--- config.mk ---
export PLATFORM = sky130hd
export DESIGN_NAME = axi_aw_arbiter_xbar
export DESIGN_NICKNAME = d
export VERILOG_FILES = /design/src/rtl/axi_xbar_pkg.sv /design/src/rtl/axi_aw_arbiter_xbar_rr_arbiter.sv /design/src/rtl/axi_aw_arbiter_xbar.sv
export SDC_FILE = /design/constraint.sdc
export NUM_CORES = 1
export LEC_CHECK = 0
export CAP_MARGIN = 25
export CORE_AREA = 2 2 88 90
export CTS_CLUSTER_SIZE = 25
export DETAILED_ROUTE_END_ITERATION = 6
export DIE_AREA = 0 0 90 92
export PLACE_DENSITY = 0.88
export SYNTH_ARGS = -nofsm -noshare
export SYNTH_HDL_FRONTEND = slang
export SYNTH_SLANG_ARGS = --single-unit
export TNS_END_PERCENT = 10
--- constraint.sdc ---
create_clock -name ACLK -period 5.5 [get_ports ACLK]
set_input_delay 1.1 -clock ACLK [delete_from_list [all_inputs] [get_ports ACLK]]
set_output_delay 1.1 -clock ACLK [all_outputs]
set_load 0.02 [all_outputs]
--- src/rtl/axi_xbar_pkg.sv ---
// Shared types and the address map for the AXI crossbar channel routers.
// The address decode helper is reused by the AW and AR routers.
package axi_xbar_pkg;

  typedef enum logic [1:0] {
    IDLE   = 2'd0,
    SEND   = 2'd1,
    WAIT_B = 2'd2
  } aw_state_e;

  localparam int MAP_N       = 5;
  localparam int DEFAULT_SLV = MAP_N;

  // Half-open windows: BASE <= addr < LIMIT
  localparam logic [31:0] S_BASE [MAP_N] = '{
    32'h0001_0000, 32'h0002_0000, 32'h1000_0000, 32'h1001_0000, 32'h2000_0000
  };
  localparam logic [31:0] S_LIMIT [MAP_N] = '{
    32'h0002_0000, 32'h0003_0000, 32'h1000_0400, 32'h1001_0400, 32'h2020_0000
  };

  // Lowest matching window wins; no match maps to index num_s (default slave).
  function automatic logic [2:0] addr_decode(input logic [31:0] addr, input int num_s);
    logic [2:0] sel;
    sel = 3'(num_s);
    for (int i = MAP_N - 1; i >= 0; i--) begin
      if (i < num_s && addr >= S_BASE[i] && addr < S_LIMIT[i]) begin
        sel = 3'(i);
      end
    end
    return sel;
  endfunction

endpackage

--- src/rtl/axi_aw_arbiter_xbar_rr_arbiter.sv ---
// rr_arbiter: combinational round-robin pick of the first requester at or after ptr.
// Zero latency; no flow control of its own, the caller decides when a grant is taken.
module rr_arbiter #(
  parameter int N     = 2,
  parameter int IDX_W = 3
) (
  input  logic [N-1:0]     req,
  input  logic [IDX_W-1:0] ptr,
  output logic [N-1:0]     gnt,
  output logic [IDX_W-1:0] gnt_idx
);

  logic found;

  // First pass covers [ptr, N-1], second pass wraps around to [0, ptr-1].
  always_comb begin
    gnt     = '0;
    gnt_idx = '0;
    found   = 1'b0;
    for (int i = 0; i < N; i++) begin
      if (!found && req[i] && (IDX_W'(i) >= ptr)) begin
        found   = 1'b1;
        gnt[i]  = 1'b1;
        gnt_idx = IDX_W'(i);
      end
    end
    for (int i = 0; i < N; i++) begin
      if (!found && req[i]) begin
        found   = 1'b1;
        gnt[i]  = 1'b1;
        gnt_idx = IDX_W'(i);
      end
    end
  end

endmodule

--- src/rtl/axi_aw_arbiter_xbar.sv ---
// N-master to (S+1)-slave AW router; grant held until routed B completes. AWVALID_S one cycle after master handshake.
// One transaction in flight; masters see AWREADY only in IDLE. AXI_AW_WATCHDOG_EN adds a timeout and timeout_err.
module axi_aw_arbiter_xbar
  import axi_xbar_pkg::*;
#(
  parameter int NUM_M       = 2,
  parameter int NUM_S       = 5,
  parameter int ID_W        = 4,
  parameter int IDS_W       = ID_W + 4,
  parameter int ADDR_W      = 32,
  parameter int LEN_W       = 4,
  parameter int SIZE_W      = 3,
  parameter int TIMEOUT_CYC = 1024
) (
  input  logic                     ACLK,
  input  logic                     ARESET,
  input  logic [NUM_M*ID_W-1:0]    AWID_M,
  input  logic [NUM_M*ADDR_W-1:0]  AWADDR_M,
  input  logic [NUM_M*LEN_W-1:0]   AWLEN_M,
  input  logic [NUM_M*SIZE_W-1:0]  AWSIZE_M,
  input  logic [NUM_M*2-1:0]       AWBURST_M,
  input  logic [NUM_M-1:0]         AWVALID_M,
  output logic [NUM_M-1:0]         AWREADY_M,
  output logic [IDS_W-1:0]         AWID_S,
  output logic [ADDR_W-1:0]        AWADDR_S,
  output logic [LEN_W-1:0]         AWLEN_S,
  output logic [SIZE_W-1:0]        AWSIZE_S,
  output logic [1:0]               AWBURST_S,
  output logic [NUM_S:0]           AWVALID_S,
  input  logic [NUM_S:0]           AWREADY_S,
  input  logic [NUM_S:0]           BDONE_S,
  output logic                     route_vld,
  output logic [2:0]               route_m,
  output logic [2:0]               route_s,
  output logic                     aw_fire
`ifdef AXI_AW_WATCHDOG_EN
  ,
  output logic                     timeout_err
`endif
);

  aw_state_e         state, state_nxt;
  logic [2:0]        rr_ptr;
  logic [2:0]        gnt_idx;
  logic [NUM_M-1:0]  gnt;
  logic              any_req, take, adv_ptr;
  logic [NUM_S:0]    slv_oh;
  logic              sel_rdy, sel_bdone, wd_hit;

  logic [ID_W-1:0]   win_id;
  logic [ADDR_W-1:0] win_addr;
  logic [LEN_W-1:0]  win_len;
  logic [SIZE_W-1:0] win_size;
  logic [1:0]        win_burst;
  logic [2:0]        win_slv;

  assign any_req = |AWVALID_M;

  rr_arbiter #(.N(NUM_M), .IDX_W(3)) u_rr (
    .req     (AWVALID_M),
    .ptr     (rr_ptr),
    .gnt     (gnt),
    .gnt_idx (gnt_idx)
  );

  always_comb begin
    win_id    = '0;
    win_addr  = '0;
    win_len   = '0;
    win_size  = '0;
    win_burst = '0;
    for (int i = 0; i < NUM_M; i++) begin
      if (gnt[i]) begin
        win_id    = AWID_M[i*ID_W +: ID_W];
        win_addr  = AWADDR_M[i*ADDR_W +: ADDR_W];
        win_len   = AWLEN_M[i*LEN_W +: LEN_W];
        win_size  = AWSIZE_M[i*SIZE_W +: SIZE_W];
        win_burst = AWBURST_M[i*2 +: 2];
      end
    end
    win_slv = addr_decode(32'(win_addr), NUM_S);
  end

  // Only the routed slave's ready/done count; the rest are ignored.
  always_comb begin
    slv_oh = '0;
    for (int i = 0; i <= NUM_S; i++) begin
      slv_oh[i] = (route_s == 3'(i));
    end
  end

  assign sel_rdy   = |(AWREADY_S & slv_oh);
  assign sel_bdone = |(BDONE_S & slv_oh);

`ifdef AXI_AW_WATCHDOG_EN
  logic [31:0] wd_cnt;
  assign wd_hit = (state != IDLE) && (wd_cnt == 32'(TIMEOUT_CYC - 1));
`else
  assign wd_hit = 1'b0;
`endif

  always_comb begin
    state_nxt = state;
    AWREADY_M = '0;
    AWVALID_S = '0;
    aw_fire   = 1'b0;
    route_vld = 1'b0;
    adv_ptr   = 1'b0;
    take      = 1'b0;
    case (state)
      IDLE: begin
        if (any_req && !ARESET) begin
          AWREADY_M = gnt;
          take      = 1'b1;
          state_nxt = SEND;
        end
      end
      SEND: begin
        AWVALID_S = slv_oh;
        if (sel_rdy) begin
          aw_fire   = 1'b1;
          state_nxt = WAIT_B;
        end
      end
      WAIT_B: begin
        route_vld = 1'b1;
        if (sel_bdone) begin
          adv_ptr   = 1'b1;
          state_nxt = IDLE;
        end
      end
      default: state_nxt = IDLE;
    endcase
    if (wd_hit) begin
      AWVALID_S = '0;
      aw_fire   = 1'b0;
      route_vld = 1'b0;
      adv_ptr   = 1'b1;
      state_nxt = IDLE;
    end
  end

  always_ff @(posedge ACLK or posedge ARESET) begin
    if (ARESET) begin
      state     <= IDLE;
      rr_ptr    <= '0;
      AWID_S    <= '0;
      AWADDR_S  <= '0;
      AWLEN_S   <= '0;
      AWSIZE_S  <= '0;
      AWBURST_S <= '0;
      route_m   <= '0;
      route_s   <= '0;
    end else begin
      state <= state_nxt;
      if (take) begin
        AWID_S    <= {4'(gnt_idx), win_id};
        AWADDR_S  <= win_addr;
        AWLEN_S   <= win_len;
        AWSIZE_S  <= win_size;
        AWBURST_S <= win_burst;
        route_m   <= gnt_idx;
        route_s   <= win_slv;
      end
      if (adv_ptr) begin
        rr_ptr <= (route_m >= 3'(NUM_M - 1)) ? 3'd0 : route_m + 3'd1;
      end
    end
  end

`ifdef AXI_AW_WATCHDOG_EN
  always_ff @(posedge ACLK or posedge ARESET) begin
    if (ARESET) begin
      wd_cnt      <= '0;
      timeout_err <= 1'b0;
    end else begin
      timeout_err <= wd_hit;
      if (state_nxt != state) begin
        wd_cnt <= '0;
      end else if (state != IDLE) begin
        wd_cnt <= wd_cnt + 32'd1;
      end
    end
  end
`endif

endmodule

# [After elaboration in Yosys (flattened, before gate mapping)]
# Cells that the tools add are included.
[totals] ff_bits=59 in_bits=106 output_inout_bits=65 word_cells=95
[op_classes] add_sub_neg=1 order_cmp=13 eq_ne=10 muxes=39 n_bitwise=2 n_reduce_logical=21
[op_table] cell="$ge A32 B29 Y1 const B" count=2
[op_table] cell="$lt A32 B18 Y1 const B" count=2
[op_table] cell="$lt A32 B29 Y1 const B" count=2
[op_table] cell="$mux W32" count=2
[op_table] cell="$ge A32 B17 Y1 const B" count=1
[op_table] cell="$ge A32 B18 Y1 const B" count=1
[op_table] cell="$ge A32 B30 Y1 const B" count=1
[op_table] cell="$lt A32 B30 Y1 const B" count=1
[op_table] cell="$mux W3" count=7
[op_table] cell="$mux W1" count=17
[op_table] cell="$mux W4" count=4
[op_table] cell="$mux W2" count=7
[op_table] cell="$and A6 B6 Y6" count=2
[op_table] cell="$reduce_or A6 Y1" count=2
[op_table] cell="$logic_and A1 B1 Y1" count=11
[op_table] cell="$eq A3 B2 Y1 const B" count=2
[op_table] cell="$eq A3 B3 Y1 const B" count=2
[op_table] cell="$ge A1 B3 Y1 const A" count=2
[op_table] cell="$mux W6" count=1
[op_table] cell="$ne A2 B2 Y1 const B" count=3
[op_table] cell="$pmux W2 S3" count=1
[op_table] cell="$logic_not A1 Y1" count=4
[op_table] cell="$add A3 B1 Y3 const B" count=1
[op_table] cell="$eq A3 B1 Y1 const B" count=1
[op_table] cell="other kinds (7)" count=7

# [Longest topological paths before layout]
[logic_depth] ltp_word=21 ltp_mapped=7 mapped_depth_nobuf=5

# [Hierarchy]
# Synthesis repeated with hierarchy kept, for this count alone.
[unflattened] hier_cells=326 hier_area_um2=2955.3
[modules_own_cells] module="axi_aw_arbiter_xbar" instances=1 cells_each=318 area_per_inst_um2=2906.5 seq_area_each_um2=1401.3
[modules_own_cells] module="rr_arbiter" instances=1 cells_each=8 area_per_inst_um2=48.8 seq_area_each_um2=0.0

# [Worst setup path after synthesis]
# No wires, ideal clock.
[synth_timing] kind="in2out" start="input port AWVALID_M[1]" end="output port AWREADY_M[0]" arrival_ns=2.159 t_required_ns=4.400 setup_slack_ns=2.241 path_stages=5 n_path_buf=3 path_cell_list="buf_4 -> a21boi_4 -> buf_2 -> buf_2 -> and2_1"
[synth_between] elab_chain_cells=8 word_cells_on_any_way=10 cone_classes="mux (4); reduce/logical (6)"
[synth_lines] item="from (decl)" line="axi_aw_arbiter_xbar.sv:22" text="input logic [NUM_M-1:0] AWVALID_M,"
[synth_lines] item="$logic_and A1 B1 Y1 (2 in series)" line="axi_aw_arbiter_xbar_rr_arbiter.sv:21" text="if (!found && req[i] && (IDX_W'(i) >= ptr)) begin"
[synth_lines] item="$mux W1" line="axi_aw_arbiter_xbar_rr_arbiter.sv:21"
[synth_lines] item="$logic_not A1 Y1" line="axi_aw_arbiter_xbar_rr_arbiter.sv:28" text="if (!found && req[i]) begin"
[synth_lines] item="$logic_and A1 B1 Y1" line="axi_aw_arbiter_xbar_rr_arbiter.sv:28"
[synth_lines] item="$mux W1" line="axi_aw_arbiter_xbar_rr_arbiter.sv:28"
[synth_lines] item="$mux W2 *" line="axi_aw_arbiter_xbar.sv:112" text="if (any_req && !ARESET) begin"
[synth_lines] item="$mux W2 *" line="axi_aw_arbiter_xbar.sv:110" text="case (state)"
[synth_lines] item="to (decl)" line="axi_aw_arbiter_xbar.sv:23" text="output logic [NUM_M-1:0] AWREADY_M,"
# Every way passes the cells marked *; elsewhere a longest branch is shown, timed or not.

# [Final worst setup path]
[layout_timing] start="input port AWVALID_M[1]" end="output port AWREADY_M[1]"
[layout_between] elab_chain_cells=11 word_cells_on_any_way=14 cone_classes="mux (6); reduce/logical (8)"
[layout_lines] item="$logic_and A1 B1 Y1 (2 in series)" line="axi_aw_arbiter_xbar_rr_arbiter.sv:21"
[layout_lines] item="$mux W1" line="axi_aw_arbiter_xbar_rr_arbiter.sv:21"
[layout_lines] item="$logic_not A1 Y1" line="axi_aw_arbiter_xbar_rr_arbiter.sv:28"
[layout_lines] item="$logic_and A1 B1 Y1" line="axi_aw_arbiter_xbar_rr_arbiter.sv:28"
[layout_lines] item="$mux W1" line="axi_aw_arbiter_xbar_rr_arbiter.sv:28"
[layout_lines] item="$logic_not A1 Y1" line="axi_aw_arbiter_xbar_rr_arbiter.sv:28"
[layout_lines] item="$logic_and A1 B1 Y1" line="axi_aw_arbiter_xbar_rr_arbiter.sv:28"
[layout_lines] item="$mux W1" line="axi_aw_arbiter_xbar_rr_arbiter.sv:28"
[layout_lines] item="$mux W2 *" line="axi_aw_arbiter_xbar.sv:112"
[layout_lines] item="$mux W2 *" line="axi_aw_arbiter_xbar.sv:110"
# Marks and branches as above.

==> flow_metrics.py <==
metrics = {
    "sta": {
        "tightestPinTransition_ns": 0.686,
        "whs_ns": 0.491,
        "fin_setup_tns_ns": 0,
        "fin_crit_sh": 0.800,
        "hold_viol_final": 0,
        "setup_viol": 0,
        "finalWorstSetupSlack_ns": 1.10,
        "slew_violations": 0,
        "fmax_mhz": 227,
        "slew_headroom": 0.543,
        "finClkSkew_ns": 0.00485,
        "post-route-min-period_ns": 4.40,
        "rsz0062_at_grt": "false",
    },
    "floorplanning": {
        "dieArea_um2": 8280,
        "die_y_um": 92,
        "die_w_um": 90,
        "num_rows": 32,
        "initial_core_util": 0.397,
        "coreArea_um2": 7450,
        "io_pins": 171,
    },
    "clocking": {
        "cts_setup_buffers": 0,
        "postCtsHoldBufs": 0,
        "cts_tree": "yes",
        "ctsHtreeMaxLevel": 2,
        "clk_pin_slew_ns": 0.09,
        "cts_buffers": 5,
        "cts.sinks": 52,
        "insertion_delay_ns": 0.30,
        "cts.path.max_buffers": 2,
        "cts.repair.resized": 0,
        "ctsRootBufferMaster": "clkbuf_8",
    },
    "global_route": {
        "grt_max_degree": 51,
        "grt_pass1_wl_um": 14200,
        "grt_usage": 0.210,
        "grt_remaining_overflow": 0,
        "antenna_found_initial": 0,
        "grt_pass1_vias": 2945,
    },
    "synth": {
        "synth_top_area_frac": 0.440,
        "synth_edf_count": 0,
        "synthArstFlopShare": 1.00,
        "syn_inst": 303,
        "ys_warn_count": 0,
        "synth_area_um2": 2960,
        "synthTopCellsByArea": "dfrtp_1, nor2_1, a221oi_2, a221oi_1, buf_2",
        "synth_largest_area_cell": "dfrtp_1",
        "synth-main-ff-cell": "dfrtp_1",
        "synth-seq-cells": 52,
        "yosysSeqAreaShare": 0.440,
        "synth_area_per_cell_um2": 9.76,
        "synth_cell_type_count": 48,
    },
    "route": {
        "viasPerCell": 5.16,
        "vias": 2868,
        "drtPass1Iterations": 4,
        "initialDrtViolationCount": 127,
        "routedWlPerCell_um": 15.8,
        "ant_nets": 0,
        "routed_wl_um": 8790,
        "drc": 0,
    },
    "run": {
        "maxCapViolations": 0,
    },
    "cells_and_area": {
        "drive_gt1_frac": 0.112,
        "fin_cells": 556,
        "nFillCells": 633,
        "final_nets": 559,
        "final_cell_area_um2": 4730,
        "diodes": 0,
        "area_delta_synth_final_pct": 59.9,
    },
    "place": {
        "dp_slack_ns": 1.10,
        "place.gp.congestion": 0.862,
        "dp_hpwl_um": 6660,
        "place_area_um2": 4620,
        "dpl.cell_count": 548,
        "portBuffers": 165,
    },
    "setup_path": {
        "path_max_fanout": 29,
        "cp.arrival_ns": 3.30,
        "critPathRequiredTime_ns": 4.40,
        "end_kind": "output pin",
        "crit_type": "input port to output pin",
        "start_kind": "input port",
    },
    "min_path": {
        "hold_path.class": "register to register",
    },
    "power_and_ir_drop": {
        "p_leak_nw": 1.89,
        "p_per_area_nw_per_um2": 462,
        "ir_worst_vdd_mv": 0.259,
    },
    "outcome": {
        "status": "complete, no violations",
    },
}
==> state kept, by name, summed over array words and instances, names as in the netlist <==
register,count
state,2
AWADDR_S,32
rr_ptr,1
AWLEN_S,4
route_s,3
AWSIZE_S,3
AWID_S,5
AWBURST_S,2
==> path summary, 6_finish.rpt <==
path	start	endpoint	slack [ns]	cells past startpoint
worst max-delay path	AWVALID_M[1]	AWREADY_M[1]	1.10	6
worst min-delay path	AWADDR_S[16]	AWADDR_S[16]	0.49	2
worst max register to register	rr_ptr[0]	route_s[2]	3.21	6
worst min register to register	AWADDR_S[16]	AWADDR_S[16]	0.49	2
max in group asynchronous	ARESET	AWADDR_S[13]	3.68	3
min in group asynchronous	ARESET	AWLEN_S[1]	1.30	2
==> cells in the mapped netlist, types with 5 or more instances <==
cell,count
a221oi_1,18
nand2b_1,5
nor2_1,93
dfrtp_1,52
clkbuf_1,5
nand2_1,13
buf_2,13
a221oi_2,23
nor3_1,7
buf_4,8
==> metrics by stage <==
| step | utilization | power [W] |
|---|---|---|
| finish | 0.635 | 0.00219 |
| global route | 0.635 | 0.00233 |
| CTS | 0.635 | 0.00221 |
| detailed placement | 0.620 | 0.00195 |
| global placement | 0.618 | 0.00191 |
| floorplan | - | 0.00138 |
==> report_power, final <==
group          internal, W  switching, W  leakage (nW)
combinational     0.000587      0.000647          1.23
sequential        0.000570      0.000123         0.597
clock             0.000135      0.000125        0.0541
total              0.00129      0.000895          1.89
==> worst max-delay path, stage by stage <==
cell and delay [ns]:
clkdlybuf4s50_1 0.75, nor2_2 0.10, nor4_4 0.17, buf_4 0.34, and2_1 0.21, clkdlybuf4s50_1 0.62
==> layout by cell type (no fill, tap or decap), types with 4 or more instances in the layout <==
cell type        count
nor3_1               7
a221oi_2            23
clkdlybuf4s50_1    165
clkbuf_8             5
nand2b_1             5
a221oi_1            18
a32o_1               4
nor2_1              93
conb_1               5
a21oi_1              4
nand2_1             13
buf_4                4
dfrtp_1             52
==> kinds of logic (layout without fill, tap and decap cells) <==
kind of cell	count (synthesis)	after routing	share of synthesized area
DFF	52	52	0.440
and+or+nand+nor	143	143	0.215
buffers and inverters	34	181	0.0689
other	1	5	0.00127
AOI/OAI and AO/OA	66	66	0.245
xor gates and xnor gates	1	1	0.00296
muxes	6	6	0.0266
==> metal layers <==
layer | track usage | vias up | wire length, µm
li1 | - | 1385 | -
met1 | 0.253 | 1339 | 3680
met2 | 0.373 | 130 | 4300
met4 | 0.0590 | 0 | 172
met5 | 0 | - | 0
met3 | 0.0551 | 14 | 638
==> cell type report <==
class                           instances  area [µm²]  share of cell area
Timing Repair Buffer                  170        1700               0.360
Multi-Input combinational cell        221        1480               0.312
Sequential cell                        52        1300               0.275
Tap cell                              102         128              0.0270
Clock buffer                            5        68.8              0.0145
Clock inverter                          3        42.5             0.00899
Inverter                                3        11.3             0.00238
Note: power is estimated with default switching activity, not from simulation.
